## config.mk

```make
export PLATFORM = sky130hd
export DESIGN_NAME = consol_arbiter_flat
export DESIGN_NICKNAME = d
export VERILOG_FILES = /design/src/rtl/consol_arbiter_if.sv /design/src/rtl/consol_arbiter.sv /design/src/flat_wrapper.sv
export SDC_FILE = /design/constraint.sdc
export NUM_CORES = 1
export LEC_CHECK = 0
export ABC_AREA = 1
export BUFFER_PORTS_ARGS = -buffer_cell sky130_fd_sc_hd__clkbuf_2
export CAP_MARGIN = 0
export CORE_AREA = 2 2 53 55
export DETAILED_ROUTE_END_ITERATION = 8
export DIE_AREA = 0 0 55 57
export GPL_ROUTABILITY_DRIVEN = 1
export GPL_TIMING_DRIVEN = 0
export HOLD_SLACK_MARGIN = 0.08
export PLACE_DENSITY = 0.9
export SYNTH_ARGS = -nofsm -noshare
export SYNTH_HDL_FRONTEND = slang
export SYNTH_SLANG_ARGS = --single-unit
```

## constraint.sdc

```tcl
create_clock -name clk -period 5.1 [get_ports clk]
set_input_delay 0.51 -clock clk [delete_from_list [all_inputs] [get_ports clk]]
set_output_delay 0.51 -clock clk [all_outputs]
set_load 0.02 [all_outputs]
```

## src/rtl/consol_arbiter_if.sv

```systemverilog
//-----------------------------------------------------------------------------
// consol_arbiter_if
//
// Purpose : Bundles every non-clock signal of consol_arbiter. It carries
//           two symbol requesters (s0/s1), the link to the shared
//           data_consolidation instance (din/din_en out, dout/dout_en in),
//           the routed byte output (m_*) and status flags.
//
// Modports:
//   slave  - the arbiter side. It receives requester symbols and
//            consolidated bytes. It drives ready, din, the routed byte and
//            the status flags.
//   master - the environment side. It holds the requesters and
//            data_consolidation, and drives the opposite directions.
//
// Signals:
//   s0_valid/s0_data[1:0]/s0_ready  requester 0 symbol handshake
//   s1_valid/s1_data[1:0]/s1_ready  requester 1 symbol handshake
//   din[1:0]/din_en                 symbol + strobe to data_consolidation
//   dout[7:0]/dout_en               byte + strobe from data_consolidation
//   m_data[7:0]/m_id/m_valid        routed byte, owner index, 1-cycle strobe
//   busy                            arbiter is mid-byte
//   tag_err                         sticky: byte arrived with no owner tag
//-----------------------------------------------------------------------------
interface consol_arbiter_if;

  logic       s0_valid;
  logic [1:0] s0_data;
  logic       s0_ready;

  logic       s1_valid;
  logic [1:0] s1_data;
  logic       s1_ready;

  logic [1:0] din;
  logic       din_en;

  logic [7:0] dout;
  logic       dout_en;

  logic [7:0] m_data;
  logic       m_id;
  logic       m_valid;

  logic       busy;
  logic       tag_err;

  modport slave (
    input  s0_valid, s0_data, s1_valid, s1_data, dout, dout_en,
    output s0_ready, s1_ready, din, din_en, m_data, m_id, m_valid,
           busy, tag_err
  );

  modport master (
    output s0_valid, s0_data, s1_valid, s1_data, dout, dout_en,
    input  s0_ready, s1_ready, din, din_en, m_data, m_id, m_valid,
           busy, tag_err
  );

endinterface

```

## src/rtl/consol_arbiter.sv

```systemverilog
//-----------------------------------------------------------------------------
// consol_arbiter
//
// Purpose : Shares one data_consolidation instance (four 2-bit symbols in,
//           one byte out, MSB symbol first) between two requesters.
//           - A grant covers one whole byte, so symbols from different
//             requesters are never interleaved inside a byte.
//           - Each granted byte pushes its owner index into a small tag
//             FIFO.
//           - When data_consolidation returns the byte (dout_en), the head
//             tag is popped and travels with the byte as m_id.
//
// Parameters:
//   TAG_DEPTH  depth of the owner-tag FIFO (power of 2, >= 2), default 4
//
// Ports:
//   clk        rising-edge clock
//   rst        asynchronous, active-high reset. At integration, drive the
//              rstn of data_consolidation with ~rst so that a partial byte
//              is discarded on both sides together.
//   bus        consol_arbiter_if.slave (see the interface file for signals)
//
// Configuration macro:
//   CONSOL_ARB_FIXED_PRIO_EN  when defined, requester 0 always wins a
//                             contended grant. Otherwise the grant is
//                             round-robin, starting with requester 0.
//-----------------------------------------------------------------------------
module consol_arbiter #(
  parameter int TAG_DEPTH = 4
) (
  input  logic             clk,
  input  logic             rst,
  consol_arbiter_if.slave  bus
);

  localparam int AW = $clog2(TAG_DEPTH);
  localparam int CW = AW + 1;
  localparam logic [CW-1:0] DEPTH_C = CW'(TAG_DEPTH);

  localparam logic [0:0] ST_IDLE = 1'b0;
  localparam logic [0:0] ST_BUSY = 1'b1;

  // Arbitration state
  logic [0:0]           r_state;
  logic                 r_owner;
  logic                 r_last_owner;
  logic [1:0]           r_sym_cnt;

  // Owner-tag FIFO
  logic [TAG_DEPTH-1:0] r_tags;
  logic [AW-1:0]        r_wr_ptr;
  logic [AW-1:0]        r_rd_ptr;
  logic [CW-1:0]        r_count;

  // Registered outputs
  logic [1:0]           r_din;
  logic                 r_din_en;
  logic [7:0]           r_m_data;
  logic                 r_m_id;
  logic                 r_m_valid;
  logic                 r_tag_err;

  // Combinational helpers
  logic                 w_busy;
  logic                 w_owner_valid;
  logic [1:0]           w_owner_data;
  logic                 w_xfer;
  logic                 w_byte_done;
  logic                 w_has_room;
  logic                 w_grant;
  logic                 w_next_owner;
  logic                 w_fifo_empty;
  logic                 w_push;
  logic                 w_pop;
  logic                 w_head_tag;

  //---------------------------------------------------------------------------
  // Handshake and FIFO control
  //---------------------------------------------------------------------------
  assign w_busy        = (r_state == ST_BUSY);
  assign w_owner_valid = r_owner ? bus.s1_valid : bus.s0_valid;
  assign w_owner_data  = r_owner ? bus.s1_data  : bus.s0_data;

  // Only the owner sees ready. A non-owner is held off even while the owner
  // stalls mid-byte. This keeps each byte built from a single requester.
  assign w_xfer      = w_busy & w_owner_valid;
  assign w_byte_done = w_xfer & (r_sym_cnt == 2'd3);

  // Only one byte can be in flight between grant and push. Checking the
  // room at grant time therefore reserves the slot that the push uses later,
  // and a byte that is already granted can always finish.
  assign w_has_room = (r_count < DEPTH_C);
  assign w_grant    = (r_state == ST_IDLE) & (bus.s0_valid | bus.s1_valid)
                      & w_has_room;

  assign w_fifo_empty = (r_count == '0);
  assign w_push       = w_byte_done;
  assign w_pop        = bus.dout_en & ~w_fifo_empty;
  assign w_head_tag   = r_tags[r_rd_ptr];

  // NOTE: every signal assigned in always_comb gets a default first, so
  // that no path can leave it unassigned and infer a latch.
  always_comb begin
    w_next_owner = 1'b0;
`ifdef CONSOL_ARB_FIXED_PRIO_EN
    if (!bus.s0_valid) begin
      w_next_owner = 1'b1;
    end
`else
    if (bus.s0_valid && bus.s1_valid) begin
      w_next_owner = ~r_last_owner;
    end else if (bus.s1_valid) begin
      w_next_owner = 1'b1;
    end
`endif
  end

  //---------------------------------------------------------------------------
  // FSM: IDLE waits for a requester and FIFO room. BUSY moves exactly four
  // symbols from the owner.
  //---------------------------------------------------------------------------
  // NOTE: sequential state is updated only with non-blocking assignments, so
  // every register samples the values from before the clock edge.
  always_ff @(posedge clk or posedge rst) begin
    if (rst) begin
      r_state      <= ST_IDLE;
      r_owner      <= 1'b0;
      r_last_owner <= 1'b1;
      r_sym_cnt    <= 2'd0;
    end else begin
      case (r_state)
        ST_IDLE: begin
          if (w_grant) begin
            r_state <= ST_BUSY;
            r_owner <= w_next_owner;
          end
        end
        ST_BUSY: begin
          if (w_xfer) begin
            // The 2-bit counter wraps to 0 on the fourth symbol.
            r_sym_cnt <= r_sym_cnt + 2'd1;
            if (w_byte_done) begin
              r_last_owner <= r_owner;
              r_state      <= ST_IDLE;
            end
          end
        end
        default: r_state <= ST_IDLE;
      endcase
    end
  end

  //---------------------------------------------------------------------------
  // Symbol path to data_consolidation. din holds its value between
  // transfers; din_en pulses once per accepted symbol.
  //---------------------------------------------------------------------------
  always_ff @(posedge clk or posedge rst) begin
    if (rst) begin
      r_din    <= 2'd0;
      r_din_en <= 1'b0;
    end else begin
      r_din_en <= w_xfer;
      if (w_xfer) begin
        r_din <= w_owner_data;
      end
    end
  end

  //---------------------------------------------------------------------------
  // Owner-tag FIFO
  //---------------------------------------------------------------------------
  // NOTE: the tag storage has no reset. A slot is read only when r_count
  // shows it was written, so clearing the array would add logic and change
  // nothing that can be observed.
  always_ff @(posedge clk) begin
    if (w_push) begin
      r_tags[r_wr_ptr] <= r_owner;
    end
  end

  // Pointers are exactly AW bits wide, so they wrap modulo TAG_DEPTH.
  always_ff @(posedge clk or posedge rst) begin
    if (rst) begin
      r_wr_ptr <= '0;
      r_rd_ptr <= '0;
      r_count  <= '0;
    end else begin
      if (w_push) begin
        r_wr_ptr <= r_wr_ptr + AW'(1);
      end
      if (w_pop) begin
        r_rd_ptr <= r_rd_ptr + AW'(1);
      end
      case ({w_push, w_pop})
        2'b10:   r_count <= r_count + CW'(1);
        2'b01:   r_count <= r_count - CW'(1);
        default: r_count <= r_count;
      endcase
    end
  end

  //---------------------------------------------------------------------------
  // Routed byte output.
  // - Every dout_en yields one m_valid pulse.
  // - A byte that arrives with no tag queued is still forwarded, as
  //   requester 0. It also latches the sticky tag_err flag.
  // - A pop in the same cycle as a push reads the old head, so the tag
  //   being written is never bypassed to the output.
  //---------------------------------------------------------------------------
  always_ff @(posedge clk or posedge rst) begin
    if (rst) begin
      r_m_data  <= 8'd0;
      r_m_id    <= 1'b0;
      r_m_valid <= 1'b0;
      r_tag_err <= 1'b0;
    end else begin
      r_m_valid <= bus.dout_en;
      if (bus.dout_en) begin
        r_m_data <= bus.dout;
        r_m_id   <= w_fifo_empty ? 1'b0 : w_head_tag;
        if (w_fifo_empty) begin
          r_tag_err <= 1'b1;
        end
      end
    end
  end

  //---------------------------------------------------------------------------
  // Output drive
  //---------------------------------------------------------------------------
  assign bus.s0_ready = w_busy & ~r_owner;
  assign bus.s1_ready = w_busy &  r_owner;
  assign bus.din      = r_din;
  assign bus.din_en   = r_din_en;
  assign bus.m_data   = r_m_data;
  assign bus.m_id     = r_m_id;
  assign bus.m_valid  = r_m_valid;
  assign bus.busy     = w_busy;
  assign bus.tag_err  = r_tag_err;

endmodule

```

## src/flat_wrapper.sv

```systemverilog
// flat-port wrapper written by rule: the top's interface ports become plain ports
module consol_arbiter_flat 
#(
  parameter int TAG_DEPTH = 4
)
  (clk, rst, bus_s0_valid, bus_s0_data, bus_s1_valid, bus_s1_data, bus_dout, bus_dout_en, bus_s0_ready, bus_s1_ready, bus_din, bus_din_en, bus_m_data, bus_m_id, bus_m_valid, bus_busy, bus_tag_err);
  consol_arbiter_if bus_i ();
  input  logic clk;
  input  logic rst;
  input wire logic [$bits(bus_i.s0_valid)-1:0] bus_s0_valid;
  input wire logic [$bits(bus_i.s0_data)-1:0] bus_s0_data;
  input wire logic [$bits(bus_i.s1_valid)-1:0] bus_s1_valid;
  input wire logic [$bits(bus_i.s1_data)-1:0] bus_s1_data;
  input wire logic [$bits(bus_i.dout)-1:0] bus_dout;
  input wire logic [$bits(bus_i.dout_en)-1:0] bus_dout_en;
  output wire logic [$bits(bus_i.s0_ready)-1:0] bus_s0_ready;
  output wire logic [$bits(bus_i.s1_ready)-1:0] bus_s1_ready;
  output wire logic [$bits(bus_i.din)-1:0] bus_din;
  output wire logic [$bits(bus_i.din_en)-1:0] bus_din_en;
  output wire logic [$bits(bus_i.m_data)-1:0] bus_m_data;
  output wire logic [$bits(bus_i.m_id)-1:0] bus_m_id;
  output wire logic [$bits(bus_i.m_valid)-1:0] bus_m_valid;
  output wire logic [$bits(bus_i.busy)-1:0] bus_busy;
  output wire logic [$bits(bus_i.tag_err)-1:0] bus_tag_err;
  assign bus_i.s0_valid = bus_s0_valid;
  assign bus_i.s0_data = bus_s0_data;
  assign bus_i.s1_valid = bus_s1_valid;
  assign bus_i.s1_data = bus_s1_data;
  assign bus_i.dout = bus_dout;
  assign bus_i.dout_en = bus_dout_en;
  assign bus_s0_ready = bus_i.s0_ready;
  assign bus_s1_ready = bus_i.s1_ready;
  assign bus_din = bus_i.din;
  assign bus_din_en = bus_i.din_en;
  assign bus_m_data = bus_i.m_data;
  assign bus_m_id = bus_i.m_id;
  assign bus_m_valid = bus_i.m_valid;
  assign bus_busy = bus_i.busy;
  assign bus_tag_err = bus_i.tag_err;
  consol_arbiter #(.TAG_DEPTH(TAG_DEPTH)) u_core (.clk(clk), .rst(rst), .bus(bus_i));
endmodule
```

# ---- Word level (Yosys, flattened, before mapping)
# Index checks and enable logic that the tools add are counted.
dict set report classes {
  add_sub_neg 5
  n_lt_le_gt_ge 4
  n_bitwise 12
  reduce_logical 8
  muxes 15
  n_eq_ne 3
}
# op n
set op_table {}
lappend op_table {{1-bit 2-to-1 mux} 9}
lappend op_table {{1-bit AND} 7}
lappend op_table {{2-bit by 1-bit adder with 2-bit output (second input constant)} 3}
lappend op_table {{2-bit by 3-bit < comparator with 1-bit output (second input constant)} 2}
lappend op_table {{3-bit one-hot mux with 2 select lines} 1}
lappend op_table {{2-bit AND reduction} 3}
lappend op_table {{4-bit bitwise mux} 1}
lappend op_table {{2-bit == test (second input constant)} 2}
lappend op_table {{1-bit NOT} 4}
lappend op_table {{3-bit by 1-bit adder with 3-bit output (second input constant)} 1}
lappend op_table {{3-bit zero test} 1}
lappend op_table {{3-bit < comparator (second input constant)} 1}
lappend op_table {{3-bit AND reduction} 1}
lappend op_table {{3-bit by 1-bit subtractor with 3-bit output (second input constant)} 1}
lappend op_table {{1-bit binary-select mux with 2-bit select} 1}
lappend op_table {{1-bit demux with 2-bit select} 1}
lappend op_table {{2-bit by 1-bit == test with 1-bit output (second input constant)} 1}
lappend op_table {{2-bit by 1-bit greater-or-equal comparator with 1-bit output (second input constant)} 1}
lappend op_table {{1-bit logical AND} 2}
lappend op_table {{2-bit 2-to-1 mux} 1}
lappend op_table {{1-bit one-hot mux with 2 select lines} 1}
lappend op_table {{2-bit nonzero test} 1}
lappend op_table {{1-bit bitwise OR} 1}
dict set report totals {
  regBits 30
  wordCells 61
  out_inout_bits 17
  input_bits 17
}

# ---- Logic depth before layout (Yosys ltp)
# Gate-level depths: netlist (run 1).
dict set report logic_depth {
  depth_word 6
  ltp_mapped 12
  mapped_depth_nobuf 11
}

# ---- Worst setup path after synthesis (run 1)
# OpenSTA, ideal clock, no wires.
dict set report synth_timing {
  path_kind {in2reg}
  start {input bus_dout_en}
  end {register u_core.r_count[2]}
  path_slack_ps 3220
  setup_ps 124
  n_path_buf 1
  arrival_time_ps 1756
  path_stages 9
  required_time_ps 4976
  path_cell_list {buf_2 > inv_1 > a21oi_1 > ha_1 > inv_1 > fa_1 > nand2_1 > nand3_1 > xor2_1}
}
dict set report synth_between {
  elab_chain_len 3
  elab_cells_between_ends 5
  cone_classes {2 x eq/ne; 1 x mux; 1 x bitwise; 1 x reduce/logical}
}
# element line_no
set synth_rtl {}
lappend synth_rtl {{start, declared} flat_wrapper.sv:15} ;# input wire logic [$bits(bus_i.dout_en)-1:0] bus_dout_en;
lappend synth_rtl {{1-bit AND (*)} consol_arbiter.sv:98} ;# assign w_pop = bus.dout_en & ~w_fifo_empty;
lappend synth_rtl {{named net u_core.w_pop} consol_arbiter.sv:74} ;# logic w_pop;
lappend synth_rtl {{2-bit by 1-bit == test with 1-bit output or 2-bit == test (tied branches)} consol_arbiter.sv:194} ;# case ({w_push, w_pop})
lappend synth_rtl {{3-bit one-hot mux with 2 select lines or 2-bit nonzero test (tied branches)} -}
lappend synth_rtl {{end signal, assigned} consol_arbiter.sv:195} ;# 2'b10: r_count <= r_count + CW'(1);
lappend synth_rtl {{end signal, assigned} consol_arbiter.sv:196} ;# 2'b01: r_count <= r_count - CW'(1);
lappend synth_rtl {{end signal, assigned} consol_arbiter.sv:197} ;# default: r_count <= r_count;
lappend synth_rtl {{end, declared} consol_arbiter.sv:53} ;# logic [CW-1:0] r_count;
# Mark *: on every way through the listed nets, which the timed path passes. The rest lies on a longest branch.
# A chain may end at the register's enable or synchronous reset.

# ---- Worst setup path after layout (run 1)
dict set report layout_timing {
  start {register u_core.r_owner}
  end {register u_core.r_count[2]}
}
dict set report layout_between {
  elab_chain_len 5
  elab_cells_between_ends 7
  cone_classes {2 x eq/ne; 2 x mux; 2 x bitwise; 1 x reduce/logical}
}
# element line_no
set layout_rtl {}
lappend layout_rtl {{start, declared} consol_arbiter.sv:45} ;# logic r_owner;
lappend layout_rtl {{start signal, assigned} consol_arbiter.sv:135} ;# r_owner <= w_next_owner;
lappend layout_rtl {{1-bit 2-to-1 mux (*)} consol_arbiter.sv:81} ;# assign w_owner_valid = r_owner ? bus.s1_valid : bus.s0_valid;
lappend layout_rtl {{1-bit AND (*)} consol_arbiter.sv:86} ;# assign w_xfer = w_busy & w_owner_valid;
lappend layout_rtl {{named net u_core.w_xfer} consol_arbiter.sv:67} ;# logic w_xfer;
lappend layout_rtl {{1-bit AND (*)} consol_arbiter.sv:87} ;# assign w_byte_done = w_xfer & (r_sym_cnt == 2'd3);
lappend layout_rtl {{2-bit by 1-bit == test with 1-bit output or 2-bit == test (tied branches)} consol_arbiter.sv:194}
lappend layout_rtl {{3-bit one-hot mux with 2 select lines or 2-bit nonzero test (tied branches)} -}
# Marks and branches as above.

==> run metrics, run 1 <==
DR pass1 iterations=4; Worst Hold Launch=bus_dout_en; chip width=55 um; adder and majority gate portion of the synthesized area=6.83%; Final Slew Violations=0; Syn Nets=174; Synth Cell Area=1390 um2; Period minus WS final=2.08 ns; Hold Slack=0.298 ns; drt total wl=2510 um; initial antenna violation count=0; critical path data arrival time=2.30 ns; class of the worst hold path=input pin to flop; CP startpoint=u_core.r_owner; pin count of the biggest net entering global routing=27; CP max stage cell=dfrtp_1; VDD IR max=0.364 mV; outcome=completed; top cell type by total area after synthesis=dfrtp_1; Resize count post-CTS=0; max_cap viols=0; Worst Skew=0.00618 ns; vias per cell=4.81; critical path cell sequence=buf_4 -> inv_2 -> nand3_4 -> nand2_4 -> nand2_4 -> ha_1 -> inv_1 -> fa_1 -> nand2_1 -> nand3_1 -> xor2_1; Die ar.=3140 um2; CP max FO=9; mux contribution to synthesized area=0%; # diodes=0; routability cong.=0.737; Synth Warn #=0; simple logic cell fraction of the synthesized area=25.9%; sequential area share after synthesis=55.4%; Non-Filler Instances=222; layout cells sized above 1=25.7%; per-cell routed wire length=11.3 um; #FFs+latches synth=30; cell count after synthesis=150; top_reg_cell synth=dfrtp_1; clock latency on the worst-skew pair=0.33 ns; Tot GR Track Use=19.2%; Rows=19; hold_buf cts=0; number of DRC markers in iteration 0=15; Worst Setup End Kind=flop; LEAKAGE=0.920 nW; # port buffers=33; Synth area leaders=dfrtp_1, nand2_1, edfxtp_1, ha_1, inv_1; Slew @ Worst Pin=0.958 ns; Root Driver=clkbuf_4; most numerous cell on the critical path=nand2_4; CTS sink count=30; Reg2Reg Launch Point=u_core.r_owner; part of the cycle the worst path needs=40.9%; post-CTS setup buffer count=0; Final ANT Viol Nets=0; most common cell in the netlist=nand2_1; number of global-route vias before repair=1061; Worst Path Required=5.32 ns; worst setup path class=flop to flop; synth cell count leaders=nand2_1, dfrtp_1, inv_1; EDFF count, synth=4; DRC=0; ys async rst share=86.7%; largest family of logic cells by synthesized area=simple AND/OR/NAND/NOR gates; CTS Buf Count=5; area share of the largest cell type after synthesis=44.9%; Initial Utilization=53.3%; Rel. slew slack=36.1%; first-pass GRT wire length=4230 um; Final Power=900 uW; RSZ-0062 raised after global routing=no; syn avg cell area=9.28 um2; Yosys cell types=21; Pwr Density=544 nW/um2; post-route core utilization=63.3%; synthesis-to-finish area growth=19.0%; Max stage delay on crit path=0.41 ns; Core ar.=2620 um2; Compound-Gate Fraction of Synth Area=2.34%; nets@finish=214; Max Freq=480 MHz; I/O pin count=34; clock transition at the registers of the reported paths=0.09 ns; Die Height=57 um; global route overflow=0; final number of hold-violating endpoints=0; DP Wirelength=1910 um; Post-Synth XOR/XNOR Area=3.14%; setup TNS=0 ns; TritonCTS clock tree=done; H-tree depth=2; Startpoint Class=flop; Longest Clk Path Bufs=2; placed cell count=214; Vias=1068; setup violators final=0
registers in the layout (all words and copies together) (netlist names):
signal	flops
u_core.r_rd_ptr	2
u_core.r_last_owner	1
u_core.bus.tag_err	1
u_core.bus.din_en	1
u_core.r_tags	4
u_core.bus.m_valid	1
u_core.r_owner	1
u_core.bus.m_id	1
u_core.bus.m_data	8
u_core.r_sym_cnt	2
u_core.r_wr_ptr	2
u_core.r_count	3
u_core.bus.din	2
u_core.bus.busy	1
placed cells by master, fill, tap and decap left out:
cell       n
clkbuf_4   5
ha_1       6
inv_2      1
dfrtp_1   25
o21bai_1   1
nand2_4    2
edfxtp_1   4
inv_1     18
clkbuf_2  33
clkinv_2   1
nand3b_1   1
dfstp_2    1
o21ai_0    4
clkbuf_1   1
buf_4      1
fa_1       1
nand3_1    9
nand3_4    2
xor2_1     3
nor2_1     6
clkbuf_8   1
a21oi_1    1
nand4_1    1
buf_2      2
xnor2_1    2
nand2_1   59
metal layers:
layer / vias to the layer above / GRT usage (%) / wire [um] / share of wire (%)
met3: 8 / 4.71 / 162 / 6.5
li1: 539 / - / - / -
met1: 482 / 19.8 / 1010 / 40
met4: 0 / 10.5 / 61 / 2.4
met5: - / 0 / 0 / 0
met2: 39 / 34.0 / 1280 / 51
logic make-up (layout without fill, tap and decap cells):
group / after synthesis / in the layout
AO/OA/AOI/OAI: 6 / 6
flip-flops: 30 / 30
buffers and inverters: 22 / 63
XOR/XNOR: 5 / 5
adder cells (fa/ha/maj): 7 / 7
AND/OR/NAND/NOR: 80 / 80
critical path, delay by kind of cell, from the launching register on:
kind          cells  cell delay (ns)
simple gates      5             0.50
buf+inv           3             0.34
flops             1             0.41
fa+ha+maj         2             0.57
xor+xnor          1             0.14
worst paths after layout:
kind / end / slack, ns / depth (start not counted)
max in group asynchronous: u_core.r_rd_ptr[0] / 4.14 / 2
worst min register to register: u_core.r_last_owner / 0.47 / 2
worst min-delay path: u_core.bus.m_valid / 0.30 / 1
worst max register to register: u_core.r_count[2] / 3.02 / 11
worst max-delay path: u_core.r_count[2] / 3.02 / 11
min in group asynchronous: u_core.bus.din_en / 0.37 / 2
per-stage QoR:
step	worst slack [ns]	area [um2]
6_report	3.02	1660
4_1_cts	3.03	1660
3_5_place_dp	2.90	1600
3_3_place_gp	2.98	1600
2_1_floorplan	3.22	1390
5_1_grt	2.89	1660
layout make-up:
class	instances	area, um2
tap	31	38.8
clock inverter	1	5.00
fill	241	958
multi-input combinational	98	532
clock buffer	7	55.1
timing repair buffer	33	165
buffer	3	17.5
sequential	30	772
inverter	19	71.3
power breakdown:
group / switching (mW) / internal, mW / leakage (nW)
Combinational: 0.234 / 0.138 / 0.539
Clock: 0.0787 / 0.0667 / 0.0353
Sequential: 0.0588 / 0.324 / 0.345
Total: 0.372 / 0.529 / 0.920
No activity file was read; power rests on OpenSTA's default activity.
==> run 2: changes to the inputs <==
CORE_AREA = 2 2 58 60   (was 2 2 53 55)
DIE_AREA = 0 0 60 62   (was 0 0 55 57)
PLACE_DENSITY = 0.81   (was 0.9)
clock period = 1.8 ns   (was 5.1 ns; I/O delays follow)
==> run 2 against run 1 <==
Power grew to 3.2 times the previous value. Final cell count up 16%. Critical path type unchanged. Clock skew rose by 0.0082 ns. Die area rose by 19%. Non-clock buffer count increased by 21. Global-route usage shrank 3.3 points. Combinational power increased to 3.7 times the previous value. Register-to-register slack lost 2.9 ns.
==> run metrics, run 2 (synthesis gave the netlist of run 1 again) <==
clock transition at the registers of the reported paths=0.10 ns (about the same); I/O pin count=34 (unchanged); setup TNS=0 ns (unchanged); Slew @ Worst Pin=0.956 ns (-0.00218 ns); Worst Path Required=2.01 ns (-3.31 ns); Hold EP=u_core.r_owner; Rows=21 (+2); VDD IR max=0.966 mV (+170%); critical path data arrival time=1.93 ns (-0.37 ns); CP max stage cell=dfrtp_1; Max stage delay on crit path=0.40 ns (about the same); Reg2Reg Depth=10 (-1); worst reg-to-reg setup slack=0.07 ns (-2.94 ns); most numerous cell on the critical path=nand2_8; part of the cycle the worst path needs=96.0% (+55 points); Period minus WS final=1.73 ns (-0.357 ns); Tot GR Track Use=15.9% (-3.3 points); CTS sink count=30 (unchanged); global route overflow=0 (unchanged); Longest Clk Path Bufs=2 (unchanged); worst setup path class=flop to flop; Final Power=2.84 mW (+220%); vias per cell=4.55 (-5.4%); DP Wirelength=1840 um (-3.7%); # diodes=0 (unchanged); Crit path depth=10 (-1); layout cells sized above 1=31.8% (+6.1 points); final number of hold-violating endpoints=0 (unchanged); number of global-route vias before repair=1032 (-2.7%); Startpoint Class=flop; H-tree depth=2 (unchanged); nets@finish=235 (+9.8%); TritonCTS clock tree=done; grt met2 use=29.8% (-4.2 points); Pwr Density=1490 nW/um2 (+170%); worst r2r dst=u_core.r_count[2]; critical path cell sequence=buf_6 -> nand3_4 -> nand2_8 -> nand2_8 -> ha_4 -> inv_4 -> fa_2 -> nand2_2 -> nand3_2 -> xor2_1; class of the worst hold path=input pin to flop; # port buffers=33 (unchanged); drt total wl=2790 um (+11%); Reg2Reg Launch Point=u_core.r_owner; commonest non-fill, non-tap cells in the layout=nand2_1, clkbuf_2, dfrtp_1, inv_1, buf_4; grt met1 use=16.7% (-3.1 points); Top Family by Delay on Critical Path=adder cells; DRC=0 (unchanged); Worst Setup End Kind=flop; Die ar.=3720 um2 (+19%); Core ar.=3180 um2 (+22%); Root Driver=clkbuf_4; max reg flops=8 (unchanged); Worst Hold Launch=bus_s1_valid; hold path cells=3 (+2); first-pass GRT wire length=4310 um (+1.8%); Worst Skew=0.0144 ns (+0.00819 ns); GR Layer Usage met3=6.21% (+1.5 points); max_cap viols=0 (unchanged); setup violators final=0 (unchanged); DR pass1 iterations=4 (unchanged); global route hottest layer=met2; Vias=1169 (+9.5%); pin count of the biggest net entering global routing=27 (unchanged); Rel. slew slack=36.2% (+0.15 points); most common cell after layout, fill and taps aside=nand2_1; number of DRC markers in iteration 0=34 (+19); outcome=completed; routability cong.=0.727 (-1.3%); synthesis-to-finish area growth=37.1%; chip width=60 um (+9.1%); worst path buffer plus inverter count=2 (-1); LEAKAGE=1.00 nW (+9.1%); Final ANT Viol Nets=0 (unchanged); initial antenna violation count=0 (unchanged); clock latency on the worst-skew pair=0.33 ns (about the same); Max Freq=579 MHz (+21%); Initial Utilization=43.8% (-9.5 points); per-cell routed wire length=10.9 um (-3.9%); CP max FO=6 (-3); Die Height=62 um (+8.8%); Final Slew Violations=0 (unchanged); CTS Buf Count=5 (unchanged)
[run 2: area by class of cell]
cell class | count | area, um2
tap | 46 | 57.6
fill | 280 | 1270
inverter | 19 | 76.3
multi-input combinational | 98 | 578
clock buffer | 7 | 55.1
timing repair buffer | 54 | 348
buffer | 3 | 21.3
sequential | 30 | 773
[run 2: through the flow]
step / utilization (%) / setup slack (ns) / hold WS, ns / area [um2] / std cells
final: 60.1 / 0.0729 / 0.126 / 1910 / 257
after global routing: 60.1 / -0.0137 / 0.146 / 1910 / 257
after CTS: 57.8 / 0.00557 / 0.121 / 1840 / 251
after detailed placement: 51.1 / -0.176 / 0.301 / 1630 / 229
after global placement: 51.1 / -0.129 / 0.300 / 1630 / 229
after floorplan: - / 0.0162 / 0.211 / 1400 / 150
[run 2: per-layer routing]
metal / up-vias / share of wire [%]
met5: - / 0
met4: 0 / 0.61
met1: 547 / 40
met2: 37 / 54
li1: 583 / -
met3: 2 / 6.1
[run 2: how the worst max path moves through the flow]
stage / startpoint / to
after floorplan: u_core.r_owner / u_core.r_count[2]
after global placement: u_core.r_owner / u_core.r_count[2]
after detailed placement: u_core.r_owner / u_core.r_count[1]
after CTS: u_core.r_owner / u_core.r_count[1]
after global routing: u_core.r_owner / u_core.r_count[2]
final: u_core.r_owner / u_core.r_count[2]
[run 2: what timing repair did]
item	in CTS	in global routing
buffers inserted	5	6
setup endpoints to repair	2	2
hold endpoints to repair	14	0
pin swaps	1	4
hold buffers	10	0
resized for setup	4	7
[run 2: power by group]
group / total (mW) / switching (mW) / leakage, nW / internal, mW
registers: 1.08 / 0.163 / 0.345 / 0.921
logic: 1.36 / 0.772 / 0.628 / 0.590
clock network: 0.398 / 0.214 / 0.0314 / 0.184
total: 2.84 / 1.15 / 1.00 / 1.70
[run 2: worst register-to-register path, delay by kind of cell, from the launching register on]
kind,cells,cell delay (ns)
and+or+nand+nor,5,0.39
DFF,1,0.40
xor gates and xnor gates,1,0.14
buffers and inverters,2,0.18
adders and majority gates,2,0.50
==> run 3: changes to the inputs <==
CORE_AREA = 2 2 55 57   (was 2 2 58 60)
DIE_AREA = 0 0 57 59   (was 0 0 60 62)
MAX_ROUTING_LAYER = met4   (was default)
PLACE_DENSITY = 0.85   (was 0.81)
clock period = 1.6 ns   (was 1.8 ns; I/O delays follow)
==> run 3 against run 2 <==
Utilization rose by 12 points. Clock skew decreased by 0.0098 ns. Final area is 1.7% higher. Final cell count down 3.5%. Largest cell class unchanged. First-iteration DRC count decreased by 18%. The run now ends with negative setup slack left. Count of clock-buffer cells in the layout is 1 higher. Highest routed layer unchanged.
==> run metrics, run 3 (synthesis gave the netlist of run 1 again) <==
CTS sink count=30 (unchanged); LEAKAGE=1.04 nW (+3.4%); DRC=0 (unchanged); most numerous cell on the critical path=nand2_8; nets@finish=240 (+2.1%); outcome=complete, but fails checks; worst reg-to-reg setup slack=-0.08 ns (-0.15 ns); pin count of the biggest net entering global routing=27 (unchanged); H-tree depth=2 (unchanged); Worst Hold Launch=bus_s0_data[0]; Worst Setup End Kind=flop; Max Freq=596 MHz (+3.0%); Startpoint Class=flop; Initial Utilization=51.4% (+7.6 points); Hold EP=u_core.bus.din[0]; worst setup path class=flop to flop; max_cap viols=0 (unchanged); CP max stage cell=dfrtp_1; DP Wirelength=1770 um (-3.5%); hold path cells=5 (+2); class of the worst hold path=input pin to flop; critical path cell sequence=buf_6 -> inv_4 -> nand3_4 -> nand2_8 -> nand2_8 -> ha_4 -> inv_2 -> fa_2 -> nand2_1 -> nand3_1 -> xor2_1; setup TNS=-0.132 ns (-0.132 ns); routability cong.=0.745 (+2.5%); Slew @ Worst Pin=0.971 ns (+0.0156 ns); Final Slew Violations=0 (unchanged); chip width=57 um (-5.0%); global route overflow=0 (unchanged); Longest Clk Path Bufs=2 (unchanged); setup violators final=2 (+2); Reg2Reg Depth=11 (+1); Vias=1206 (+3.2%); first-pass GRT wire length=4870 um (+13%); layout cells sized above 1=33.2% (+1.4 points); Worst Skew=0.00460 ns (-0.00977 ns); critical path data arrival time=1.89 ns (-0.04 ns); part of the cycle the worst path needs=105% (+8.8 points); final worst setup slack=-0.0767 ns (-0.150 ns); Worst Path Required=1.82 ns (-0.19 ns); max reg flops=8 (unchanged); CP max FO=6 (unchanged); # port buffers=33 (unchanged); TritonCTS clock tree=done; worst r2r dst=u_core.r_count[2]; Die Height=59 um (-4.8%); RSZ-0062 raised after global routing=yes; synthesis-to-finish area growth=39.4%; Rel. slew slack=35.2% (-1.0 points); number of DRC markers in iteration 0=28 (-18%); Rows=19 (-9.5%); Setup WS pre-CTS=-0.276 ns (-0.0995 ns); I/O pin count=34 (unchanged); initial antenna violation count=0 (unchanged); final number of hold-violating endpoints=0 (unchanged); Final ANT Viol Nets=0 (unchanged); failing checks=negative setup slack; Tot GR Track Use=19.7% (+3.8 points); most common cell after layout, fill and taps aside=nand2_1; Reg2Reg Launch Point=u_core.r_owner; VDD IR max=1.54 mV (+60%); filler cell count=213 (-24%); number of global-route vias before repair=1200 (+16%); Period minus WS final=1.68 ns (-0.0504 ns); Max stage delay on crit path=0.38 ns (-0.02 ns); # diodes=0 (unchanged); Root Driver=clkbuf_4; commonest non-fill, non-tap cells in the layout=nand2_1, clkbuf_2, dfrtp_1, inv_1, buf_4; Core ar.=2710 um2 (-15%); vias per cell=4.86 (+6.9%); DR pass1 iterations=4 (unchanged); per-cell routed wire length=11.2 um (+2.9%); CTS Buf Count=5 (unchanged); Die ar.=3360 um2 (-9.6%); clock transition at the registers of the reported paths=0.09 ns (about the same); clock latency on the worst-skew pair=0.33 ns (about the same); Pwr Density=1700 nW/um2 (+14%); drt total wl=2770 um (-0.68%)
[run 3: stage by stage]
step / instances / hold slack (ns) / util, % / area, um2 / power, mW
after floorplan: 150 / 0.191 / - / 1420 / 2.15
after global placement: 214 / 0.286 / 59.7 / 1620 / 2.43
after detailed placement: 214 / 0.291 / 59.7 / 1620 / 2.46
after CTS: 240 / 0.115 / 69.4 / 1880 / 3.21
after global routing: 248 / 0.132 / 71.7 / 1940 / 3.59
final: 248 / 0.116 / 71.7 / 1940 / 3.31
[run 3: per-layer routing]
metal  wire, um  track usage (%)  part of all wire [%]  vias up
met5          0                -                     0        -
met4         43             4.98                   1.6        0
met3        189             6.99                   6.8        5
met2       1440             36.9                    52       46
met1       1100             19.3                    40      561
li1           -                -                     -      594
[run 3: final cells by class]
| class | count | area, um2 | area share (%) |
|---|---|---|---|
| Sequential cell | 30 | 773 | 39.8 |
| Tap cell | 31 | 38.8 | 2.00 |
| Buffer | 3 | 21.3 | 1.10 |
| Clock buffer | 8 | 78.8 | 4.06 |
| Multi-Input combinational cell | 98 | 571 | 29.4 |
| Timing Repair Buffer | 59 | 385 | 19.8 |
| Inverter | 19 | 73.8 | 3.80 |
[run 3: what timing repair did]
item | CTS | global route
buffers inserted | 8 | 8
pin swaps | 3 | 2
hold endpoints to repair | 34 | 0
cloned | 0 | 0
setup endpoints to repair | 2 | 2
hold buffers | 10 | 0
resized for setup | 4 | 1
[run 3: how the worst max path moves through the flow]
stage | cells after the start | slack (ns) | startpoint | to
floorplan | 11 | -0.13 | u_core.r_owner | u_core.r_count[2]
global placement | 11 | -0.25 | u_core.r_owner | u_core.r_count[2]
detailed placement | 11 | -0.28 | u_core.r_owner | u_core.r_count[2]
CTS | 11 | -0.06 | u_core.r_owner | u_core.r_count[2]
global route | 11 | -0.14 | u_core.r_owner | u_core.r_count[2]
finish | 11 | -0.08 | u_core.r_owner | u_core.r_count[2]
[run 3: critical path: cells and delay by family (launching register included)]
| family | cells | cell delay [ns] |
|---|---|---|
| simple gates | 5 | 0.37 |
| xor+xnor | 1 | 0.14 |
| flops | 1 | 0.38 |
| fa+ha+maj | 2 | 0.45 |
| buf+inv | 3 | 0.22 |
[run 3: power breakdown]
| part | internal, mW | switching, mW |
|---|---|---|
| clock network | 0.300 | 0.248 |
| logic | 0.698 | 0.847 |
| registers | 1.04 | 0.179 |
| total | 2.03 | 1.27 |
